--- src/rtl/wb_writer.sv ---
// Write-back stage: registers the MEM-stage result, selects ALU/load/link data and drives
// a single write pulse per instruction plus a same-cycle bypass and a retire counter.
module wb_writer #(
  parameter int DATA_W      = 32,
  parameter int ADDR_W      = 5,
  parameter int LINK_OFFSET = 8,
  parameter int CNT_W       = 32
) (
  input  logic              clk,
  input  logic              rst_n,
  input  logic              mem_valid,
  input  logic              mem_regwrite,
  input  logic [ADDR_W-1:0] mem_dst,
  input  logic [1:0]        mem_wbsel,
  input  logic [DATA_W-1:0] mem_alu_result,
  input  logic [DATA_W-1:0] mem_load_data,
  input  logic [2:0]        mem_load_type,
  input  logic [DATA_W-1:0] mem_pc,
  input  logic              wb_hold,
  input  logic              wb_flush,
  output logic              reg_write,
  output logic [ADDR_W-1:0] wr_addr,
  output logic [DATA_W-1:0] wr_data,
  output logic              fwd_valid,
  output logic [ADDR_W-1:0] fwd_addr,
  output logic [DATA_W-1:0] fwd_data,
  output logic              align_err,
  output logic [CNT_W-1:0]  retired
);

  localparam logic [2:0] LT_LW  = 3'd0;
  localparam logic [2:0] LT_LH  = 3'd1;
  localparam logic [2:0] LT_LHU = 3'd2;
  localparam logic [2:0] LT_LB  = 3'd3;
  localparam logic [2:0] LT_LBU = 3'd4;

  localparam logic [1:0] SEL_ALU  = 2'd0;
  localparam logic [1:0] SEL_LOAD = 2'd1;
  localparam logic [1:0] SEL_LINK = 2'd2;

  localparam logic [DATA_W-1:0] LINK_OFF_C = DATA_W'(LINK_OFFSET);

  // Little-endian lane extraction with sign/zero extension; reserved types yield zero.
  function automatic logic [DATA_W-1:0] load_extend(input logic [DATA_W-1:0] word,
                                                    input logic [2:0]        ltype,
                                                    input logic [1:0]        off);
    logic [15:0] half_v;
    logic [7:0]  byte_v;
    half_v = word[{off[1], 4'b0000} +: 16];
    byte_v = word[{off, 3'b000} +: 8];
    case (ltype)
      LT_LW:   load_extend = word;
      LT_LH:   load_extend = {{(DATA_W-16){half_v[15]}}, half_v};
      LT_LHU:  load_extend = {{(DATA_W-16){1'b0}}, half_v};
      LT_LB:   load_extend = {{(DATA_W-8){byte_v[7]}}, byte_v};
      LT_LBU:  load_extend = {{(DATA_W-8){1'b0}}, byte_v};
      default: load_extend = {DATA_W{1'b0}};
    endcase
  endfunction

  function automatic logic load_misaligned(input logic [2:0] ltype, input logic [1:0] off);
    case (ltype)
      LT_LW:          load_misaligned = (off != 2'b00);
      LT_LH, LT_LHU:  load_misaligned = off[0];
      LT_LB, LT_LBU:  load_misaligned = 1'b0;
      default:        load_misaligned = 1'b1;
    endcase
  endfunction

  logic              cap_valid_s;
  logic              cap_err_s;
  logic              cap_write_s;
  logic [DATA_W-1:0] cap_data_s;
  logic              reg_write_s;

  logic              valid_r;
  logic              write_r;
  logic              written_r;
  logic [ADDR_W-1:0] dst_r;
  logic [DATA_W-1:0] data_r;
  logic              align_err_r;
  logic [CNT_W-1:0]  retired_r;

  // Decode the incoming MEM entry so the WB entry holds ready-to-write data.
  always_comb begin
    cap_data_s = mem_alu_result;
    cap_err_s  = 1'b0;
    case (mem_wbsel)
      SEL_ALU: begin
        cap_data_s = mem_alu_result;
      end
      SEL_LOAD: begin
        cap_data_s = load_extend(mem_load_data, mem_load_type, mem_alu_result[1:0]);
        cap_err_s  = load_misaligned(mem_load_type, mem_alu_result[1:0]);
      end
      SEL_LINK: begin
        cap_data_s = mem_pc + LINK_OFF_C;
      end
      default: begin
        cap_data_s = mem_alu_result;
      end
    endcase
    cap_valid_s = mem_valid & ~wb_flush;
    cap_write_s = mem_regwrite & (mem_wbsel != 2'd3) & (mem_dst != {ADDR_W{1'b0}}) & ~cap_err_s;
  end

  // The written flag suppresses repeat pulses while a held entry sits in WB.
  assign reg_write_s = valid_r & write_r & ~written_r;

  // WB entry, sticky alignment error and retire counter; the counter bumps at capture
  // so it already reflects the instruction during its first WB cycle.
  always_ff @(posedge clk or negedge rst_n) begin
    if (!rst_n) begin
      valid_r     <= 1'b0;
      write_r     <= 1'b0;
      written_r   <= 1'b0;
      dst_r       <= {ADDR_W{1'b0}};
      data_r      <= {DATA_W{1'b0}};
      align_err_r <= 1'b0;
      retired_r   <= {CNT_W{1'b0}};
    end else if (!wb_hold) begin
      valid_r     <= cap_valid_s;
      write_r     <= cap_write_s;
      written_r   <= 1'b0;
      dst_r       <= mem_dst;
      data_r      <= cap_data_s;
      align_err_r <= align_err_r | (cap_valid_s & cap_err_s);
      retired_r   <= retired_r + {{(CNT_W-1){1'b0}}, cap_valid_s};
    end else begin
      written_r   <= written_r | reg_write_s;
    end
  end

  assign reg_write = reg_write_s;
  assign wr_addr   = dst_r;
  assign wr_data   = data_r;
  assign fwd_valid = reg_write_s;
  assign fwd_addr  = dst_r;
  assign fwd_data  = data_r;
  assign align_err = align_err_r;
  assign retired   = retired_r;

endmodule
--- config.mk ---
export PLATFORM = sky130hd
export DESIGN_NAME = wb_writer
export DESIGN_NICKNAME = d
export VERILOG_FILES = /design/src/rtl/wb_writer.sv
export SDC_FILE = /design/constraint.sdc
export NUM_CORES = 1
export LEC_CHECK = 0
export ABC_CLOCK_PERIOD_IN_PS = 2600
export CAP_MARGIN = 20
export CORE_UTILIZATION = 47
export CTS_CLUSTER_SIZE = 14
export DETAILED_ROUTE_END_ITERATION = 10
export PLACE_DENSITY = 0.95
export SYNTH_ARGS = -nofsm -noshare
export SYNTH_HDL_FRONTEND = slang
export SYNTH_SLANG_ARGS = --single-unit
export TNS_END_PERCENT = 50
--- constraint.sdc ---
create_clock -name clk -period 2.6 [get_ports clk]
set_input_delay 0.26 -clock clk [delete_from_list [all_inputs] [get_ports clk]]
set_output_delay 0.26 -clock clk [all_outputs]
set_load 0.005 [all_outputs]
### Word-level counts from Yosys, hierarchy flattened

Cells that the tools add are included.

* $add $sub $neg: 2
* eq/ne operators: 7
* shift-type cells: 2
* multiplexer cells: 5
* bitwise gates (word level): 12
* reductions and logical operators: 5

Operator list (number)
* 32-bit case mux with 5 select lines: 1
* 32-bit case mux with 2 select lines: 1
* 32-bit by 1-bit adder with 32-bit output: 1
* 32-bit by 4-bit adder with 32-bit output (second input constant): 1
* 32-bit by 6-bit indexed part select with 16-bit output: 1
* 32-bit by 6-bit indexed part select with 8-bit output: 1
* 1-bit AND: 7
* 3-bit by 2-bit equality test with 1-bit output (second input constant): 2
* 5-bit nonzero test: 1
* 2-bit OR reduction: 2
* 3-bit by 1-bit equality test with 1-bit output (second input constant): 1
* 3-bit equality test (second input constant): 1
* 3-bit logical NOT: 1
* 1-bit NOT: 3
* 1-bit case mux with 3 select lines: 1
* 2-bit by 1-bit equality test with 1-bit output (second input constant): 1
* 2-bit equality test (second input constant): 1
* 1-bit 2-to-1 mux: 2
* 2-bit inequality test (second input constant): 1
* 1-bit bitwise OR: 2
* 2-bit nonzero test: 1

* flip-flop bits (word level): 73

### Longest topological paths before layout

Gate-level depths: netlist (run 1).

* depth in word-level cells: 6
* depth in mapped cells: 9
* mapped depth without buffers: 8

### Worst setup path before layout (run 1)

Ideal clock, no wire load.

* path kind: input -> register
* start point: in mem_alu_result[0]
* end point: reg data_r[19], in the netlist fwd_data[19]
* arrival: 1558 ps
* required time: 2454 ps
* slack: 896 ps
* cell stages on the path: 7
* path buffers: 2
* path through: buf_2 > nand2b_4 > mux4_2 > and2_4 > buf_6 > o21ai_0 > a31oi_1

* word-level cells in the longest chain between the ends: 3

RTL lines
* start, declared: RTL line 15 `input logic [DATA_W-1:0] mem_alu_result,`
* 32-bit by 6-bit indexed part select with 8-bit output: RTL line 50 `byte_v = word[{off, 3'b000} +: 8];`
* 32-bit case mux with 5 select lines: RTL line 51 `case (ltype)`
* 32-bit case mux with 2 select lines: RTL line 88 `case (mem_wbsel)`
* end signal, assigned: RTL line 118 `data_r <= {DATA_W{1'b0}};`
* end signal, assigned: RTL line 126 `data_r <= cap_data_s;`
* end, declared: RTL line 80 `logic [DATA_W-1:0] data_r;`

No other way between the ends.
A chain may end at the register's enable or synchronous reset.

### Worst setup path in the final report (run 1)

* start point: in mem_valid
* end point: reg retired_r[20], in the netlist retired[20]

* word-level cells in the longest chain between the ends: 2

RTL lines
* start, declared: RTL line 11 `input logic mem_valid,`
* 1-bit AND: RTL line 103 `cap_valid_s = mem_valid & ~wb_flush;`
* named net cap_valid_s: RTL line 70 `logic cap_valid_s;`
* 32-bit by 1-bit adder with 32-bit output: RTL line 128 `retired_r <= retired_r + {{(CNT_W-1){1'b0}}, cap_valid_s};`
* end signal, assigned: RTL line 120 `retired_r <= {CNT_W{1'b0}};`
* end signal, assigned: RTL line 128
* end, declared: RTL line 82 `logic [CNT_W-1:0] retired_r;`

The timed path passes the listed nets, and every way through them passes these cells.

==> results of run 1 <==
-- registers in the layout, indices dropped and copies added, names as in the netlist --
register / cells
fwd_data: 32
retired: 32
fwd_addr: 5
align_err: 1
valid_r: 1
write_r: 1
written_r: 1
-- placed cells by master (no fill, tap or decap), types with 6 or more instances in the layout --
| cell type | instances |
|---|---|
| nor4_1 | 10 |
| a21oi_1 | 42 |
| mux2_2 | 7 |
| nor2_1 | 11 |
| xor2_1 | 9 |
| mux2i_1 | 12 |
| a31oi_1 | 24 |
| a221o_1 | 6 |
| inv_1 | 35 |
| nand4_1 | 15 |
| ha_1 | 6 |
| o21ai_0 | 50 |
| clkbuf_8 | 10 |
| o22ai_1 | 7 |
| o31a_1 | 10 |
| dfrtp_1 | 73 |
| and2_1 | 19 |
| nand2_1 | 42 |
| nor2b_1 | 14 |
| buf_4 | 23 |
| and3_1 | 9 |
| clkdlybuf4s50_1 | 218 |
| nand3_1 | 22 |
| a221oi_1 | 7 |
| and4_1 | 10 |
| xnor2_1 | 35 |
-- path summary, 6_finish.rpt --
| path | slack, ns | end | depth (start not counted) | from |
|---|---|---|---|---|
| max in group asynchronous | 1.96 | fwd_data[2]$_DFFE_PN0N_ | 1 | rst_n |
| worst max-delay path | 0.38 | retired[20]$_DFFE_PN0N_ | 9 | mem_valid |
| worst min-delay path | 0.02 | fwd_addr[4]$_DFFE_PN0N_ | 1 | rst_n |
| worst min register to register | 0.47 | align_err$_DFFE_PN0N_ | 1 | align_err$_DFFE_PN0N_ |
| min in group clk | 0.39 | fwd_data[8]$_DFFE_PN0N_ | 3 | wb_hold |
| worst max register to register | 0.54 | retired[20]$_DFFE_PN0N_ | 7 | retired[0]$_DFFE_PN0N_ |
-- routing by layer --
metal  track usage  up-vias  share of wire
li1              -     2492              -
met1         0.376     2584           0.39
met2         0.538      296           0.50
met3        0.0569       38          0.080
met4         0.112        0          0.030
met5             0        -              0
-- logic make-up after synthesis --
group           share of synthesized area
fa+ha+maj                          0.0143
xor+xnor                           0.0736
flops                               0.349
buf+inv                             0.113
compound gates                      0.210
mux                                0.0509
simple gates                        0.189
-- critical path: stages --
cell and delay (ns):
clkdlybuf4s50_1 0.44, nor2b_1 0.17, ha_1 0.24, ha_1 0.22, and3b_1 0.23, and3_1 0.40
nand2_1 0.15, nor2_1 0.17, xor2_1 0.20
-- cell type report --
class                   count  area (um^2)
multi-input cells         421         2820
flip-flops and latches     73         1830
fillers                   849         3370
inverters                  35          131
clock inverters             3         17.5
repair buffers            242         2360
clock buffers              12          145
well taps                 140          175
-- per-stage QoR --
| step | total power, uW | setup WS (ns) |
|---|---|---|
| after CTS | 3230 | 0.397 |
| after global routing | 3400 | 0.246 |
| final | 3230 | 0.378 |
| after detailed placement | 2470 | 0.0657 |
| after floorplan | 1830 | 0.896 |
| after global placement | 2440 | 0.232 |
-- power by group through the flow --
stage	Clock [uW]	Sequential (uW)	Combinational, uW
2_1_floorplan	0	1370	461
3_3_place_gp	0	1380	1060
3_5_place_dp	0	1390	1080
4_1_cts	777	1370	1080
5_1_grt	840	1390	1170
6_report	768	1380	1080
==> flow_summary_export.csv, run 1 <==
group,metric,value,unit
synth,synth-seq-area-share,0.349,
power,power.density,432,nW/um^2
synth,synth_area,5240,um^2
worst_setup_path,critical_path_class,"in -> reg",
timing,clock.fmax,450,MHz
synth,synth_edf_count,0,
power,p_switching,964,uW
timing,rsz0062_at_grt,"false",
power,p_int,2260,uW
power,seqPwrFrac,0.426,
placement,placed_area,7310,um^2
clocking,cts.htree.levels,3,
clocking,cts_setup_buffers,0,
timing,hold_ws,0.0233,ns
timing,layout_min_cycle_time,2.22,ns
timing,hold_violations,0,
floorplan,initial_utilization,0.483,
timing,worstMarginPinSlew,0.913,ns
routing,dr.pass1.iters,5,
power,ir_worst_vdd,0.000278,V
clocking,clk_pin_slew,0.07,ns
floorplan,rows,38,
routing,drtIter0Drc,364,
placement,place_inst,911,
synth,syn_area_per_cell,8.64,um^2
synth,synthTopCellsByArea,"dfrtp_1 35%, xnor2_1 5.9%, buf_4 5.6%",
routing,ant_nets,0,
worst_setup_path,crit_path_start_kind,"input port",
clocking,root_buffer,"clkbuf_8",
clocking,ctsResizeCount,0,
timing,min_period_over_period,0.854,
power,leakage,0.00306,uW
final_layout,final_cells,926,
timing,slew_violations,0,
routing,drc,0,
worst_setup_path,cp.required,2.86,ns
worst_setup_path,cp.arrival,2.48,ns
synth,synth_top_area_cell,"dfrtp_1",
synth,ys_top_cells_by_count,"73 x dfrtp_1, 50 x o21ai_0, 42 x a21oi_1, 42 x nand2_1, 39 x buf_4",
clocking,clockBufferDepth,2,
clocking,insertion_delay,0.34,ns
run,maxCapViolCount,0,
worst_setup_path,worstPathMaxFanout,9,
synth,yosysMostFrequentCell,"dfrtp_1",
final_layout,drive_gt1_frac,0.0751,
worst_setup_path,critPathCaptureType,"flip-flop",
floorplan,die_h,108,um
synth,synth_cell_type_count,61,
clocking,cts.sinks,73,
routing,wl,17400,um
routing,dr_total_vias,5410,
floorplan,die_w,108,um
power,combPwrFrac,0.336,
clocking,cts_tree,"done",
synth,ys_warn_count,0,
synth,ys_ff_latch,73,
synth,synth_top_area_frac,0.349,
global_routing,grt_use_total,0.308,
floorplan,core,10800,um^2
final_layout,diodes,0,
power,clockPowerShare,0.238,
power,switching_share,0.299,
synth,async_flop_share,1.00,
synth,syn_inst,606,
timing,skew,0.00855,ns
global_routing,grt_pass1_wl,27200,um
timing,relSlewSlack,0.392,
routing,wire_per_inst,18.8,um
placement,place_congestion,0.938,
final_layout,nNetsFinal,900,
timing,finalSetupViolations,0,
final_layout,post-route-util,0.689,
clocking,cts_hold_buf,0,
final_layout,final_area,7470,um^2
synth,synth_top_flop_cell,"dfrtp_1",
clocking,cts_buffers,9,
final_layout,area_growth,42.7,%
placement,dp_hpwl,13900,um
routing,routed_via_density,5.84,
min_path,hold_path_class,"in -> async",
run_status,outcome,"complete, no violations",
global_routing,antenna_found_initial,0,
floorplan,fp.dieArea,11600,um^2
timing,setup_tns,0,ns
global_routing,grt_max_degree,74,
placement,portBuffers,220,
synth,synth_fp_nets,724,
global_routing,grt_pass1_vias,5255,
floorplan,pin_count,221,
global_routing,overflow,0,
Power figures use the tool's default switching activity.
==> inputs of run 2 (changes only) <==
Settings changed: CORE_UTILIZATION 47 to 65, DONT_BUFFER_PORTS set to 1, PLACE_DENSITY 0.95 to 0.93.
==> flow_summary_export.csv, run 2 (same netlist as run 1, synthesis figures left out) <==
group,metric,value,unit
clocking,cts_hold_buf,3,
routing,routed_via_density,6.99,
timing,slew_violations,0,
floorplan,initial_utilization,0.674,
power,total_power,2910,uW
routing,dr_total_vias,4593,
clocking,clk_pin_slew,0.08,ns
floorplan,die_w,91.8,um
placement,place_congestion,1.08,
timing,worstMarginPinSlew,0.530,ns
global_routing,grt_pass1_wl,22500,um
routing,drtIter0Drc,348,
routing,dr.pass1.iters,5,
floorplan,die_h,91.8,um
run,maxCapViolCount,0,
final_layout,mostFrequentLayoutCells,"73 x dfrtp_1, 50 x o21ai_0, 42 x nand2_1, 42 x a21oi_1",
run_status,outcome,"complete, no violations",
placement,dp_hpwl,11200,um
floorplan,core,7770,um^2
worst_setup_path,crit_start,"retired[0]$_DFFE_PN0N_",
floorplan,rows,32,
global_routing,antenna_found_initial,1,
routing,wire_per_inst,22.3,um
timing,hold_ws,0.0372,ns
clocking,cts_setup_buffers,0,
worst_setup_path,cp.required,2.87,ns
worst_setup_path,critPathCaptureType,"flip-flop",
global_routing,grt_use_total,0.347,
clocking,clockBufferDepth,2,
clocking,insertion_delay,0.34,ns
clocking,root_buffer,"clkbuf_8",
floorplan,fp.dieArea,8420,um^2
min_path,min-delay-start,"wb_hold",
worst_setup_path,critical_path_class,"reg -> reg",
final_layout,area_growth,-0.119,%
final_layout,drive_gt1_frac,0.0812,
power,power.density,556,nW/um^2
timing,finalSetupViolations,0,
worst_setup_path,worstReg2RegStart,"retired[0]$_DFFE_PN0N_",
power,ir_worst_vdd,0.000261,V
worst_setup_path,cp.arrival,2.31,ns
timing,skew,0.00535,ns
worst_setup_path,worstPathMaxFanout,9,
clocking,cts.htree.levels,3,
placement,portBuffers,0,
global_routing,grt_pass1_vias,4526,
final_layout,nNetsFinal,667,
global_routing,grt_max_degree,74,
timing,relSlewSlack,0.646,
clocking,cts_buffers,9,
routing,drc,0,
timing,layout_min_cycle_time,2.04,ns
clocking,ctsResizeCount,0,
clocking,cts.sinks,73,
timing,rsz0062_at_grt,"false",
timing,hold_violations,0,
timing,clock.fmax,489,MHz
timing,min_period_over_period,0.786,
min_path,hold_path_class,"in -> reg",
global_routing,overflow,0,
final_layout,final_common_cell,"dfrtp_1",
worst_setup_path,crit_path_start_kind,"flip-flop",
power,leakage,0.00220,uW
floorplan,pin_count,221,
routing,ant_nets,0,
clocking,cts_tree,"done",
routing,wl,14700,um
timing,setup_tns,0,ns
[run 2: cell types whose count changed in the layout (fill, tap and decap cells not counted), sizes merged]
cell	delta
inv	+4
dlygate4sd3	+2
diode	+1
buf	-17
clkinv	-2
bufinv	+2
clkbuf	-2
clkdlybuf4s50	-218
clkinvlp	-1
[run 2: final cells by class]
type / count / area (um^2)
inverters: 35 / 131
repair buffers: 9 / 92.6
clock inverters: 6 / 95.1
multi-input cells: 421 / 2820
clock buffers: 10 / 138
fillers: 611 / 2540
flip-flops and latches: 73 / 1830
well taps: 102 / 128
diodes: 1 / 2.50
[run 2: per-layer routing]
metal / GRT usage / routed length [um]
met5: 0 / 0
met4: 0.185 / 604
met3: 0.101 / 1600
met2: 0.567 / 6920
met1: 0.413 / 5540
[run 2: stage by stage]
step / util / std cells / cell area, um^2 / setup slack [ns]
final: 0.673 / 657 / 5230 / 0.557
after global routing: 0.673 / 657 / 5230 / 0.427
after CTS: 0.673 / 656 / 5230 / 0.567
after detailed placement: 0.637 / 637 / 4950 / 0.602
after global placement: 0.637 / 637 / 4950 / 0.717
after floorplan: - / 606 / 5240 / 0.896
[run 2: power by group]
part | internal [uW] | switching, uW | leakage [uW] | total, uW
sequential | 1250 | 170 | 0.000937 | 1420
clock | 581 | 461 | 0.000118 | 1040
combinational | 203 | 247 | 0.00114 | 450
total | 2030 | 878 | 0.00220 | 2910
[run 2: critical path, stage by stage, from the launching register on]
cell and delay (ns):
dfrtp_1 0.43, ha_1 0.23, ha_1 0.21, and3b_1 0.25, and3_1 0.39, nand2_1 0.14
nor2_1 0.16, xor2_1 0.16
[run 2: final timing paths]
| kind | end | cells past startpoint | slack [ns] |
|---|---|---|---|
| setup / recovery | retired[20]$_DFFE_PN0N_ | 7 | 0.56 |
| hold / removal | fwd_data[10]$_DFFE_PN0N_ | 1 | 0.04 |
| setup reg to reg | retired[20]$_DFFE_PN0N_ | 7 | 0.56 |
| hold reg to reg | retired[31]$_DFFE_PN0N_ | 1 | 0.50 |
| max in group asynchronous | fwd_data[7]$_DFFE_PN0N_ | 2 | 1.85 |
| min in group asynchronous | retired[5]$_DFFE_PN0N_ | 2 | 0.46 |
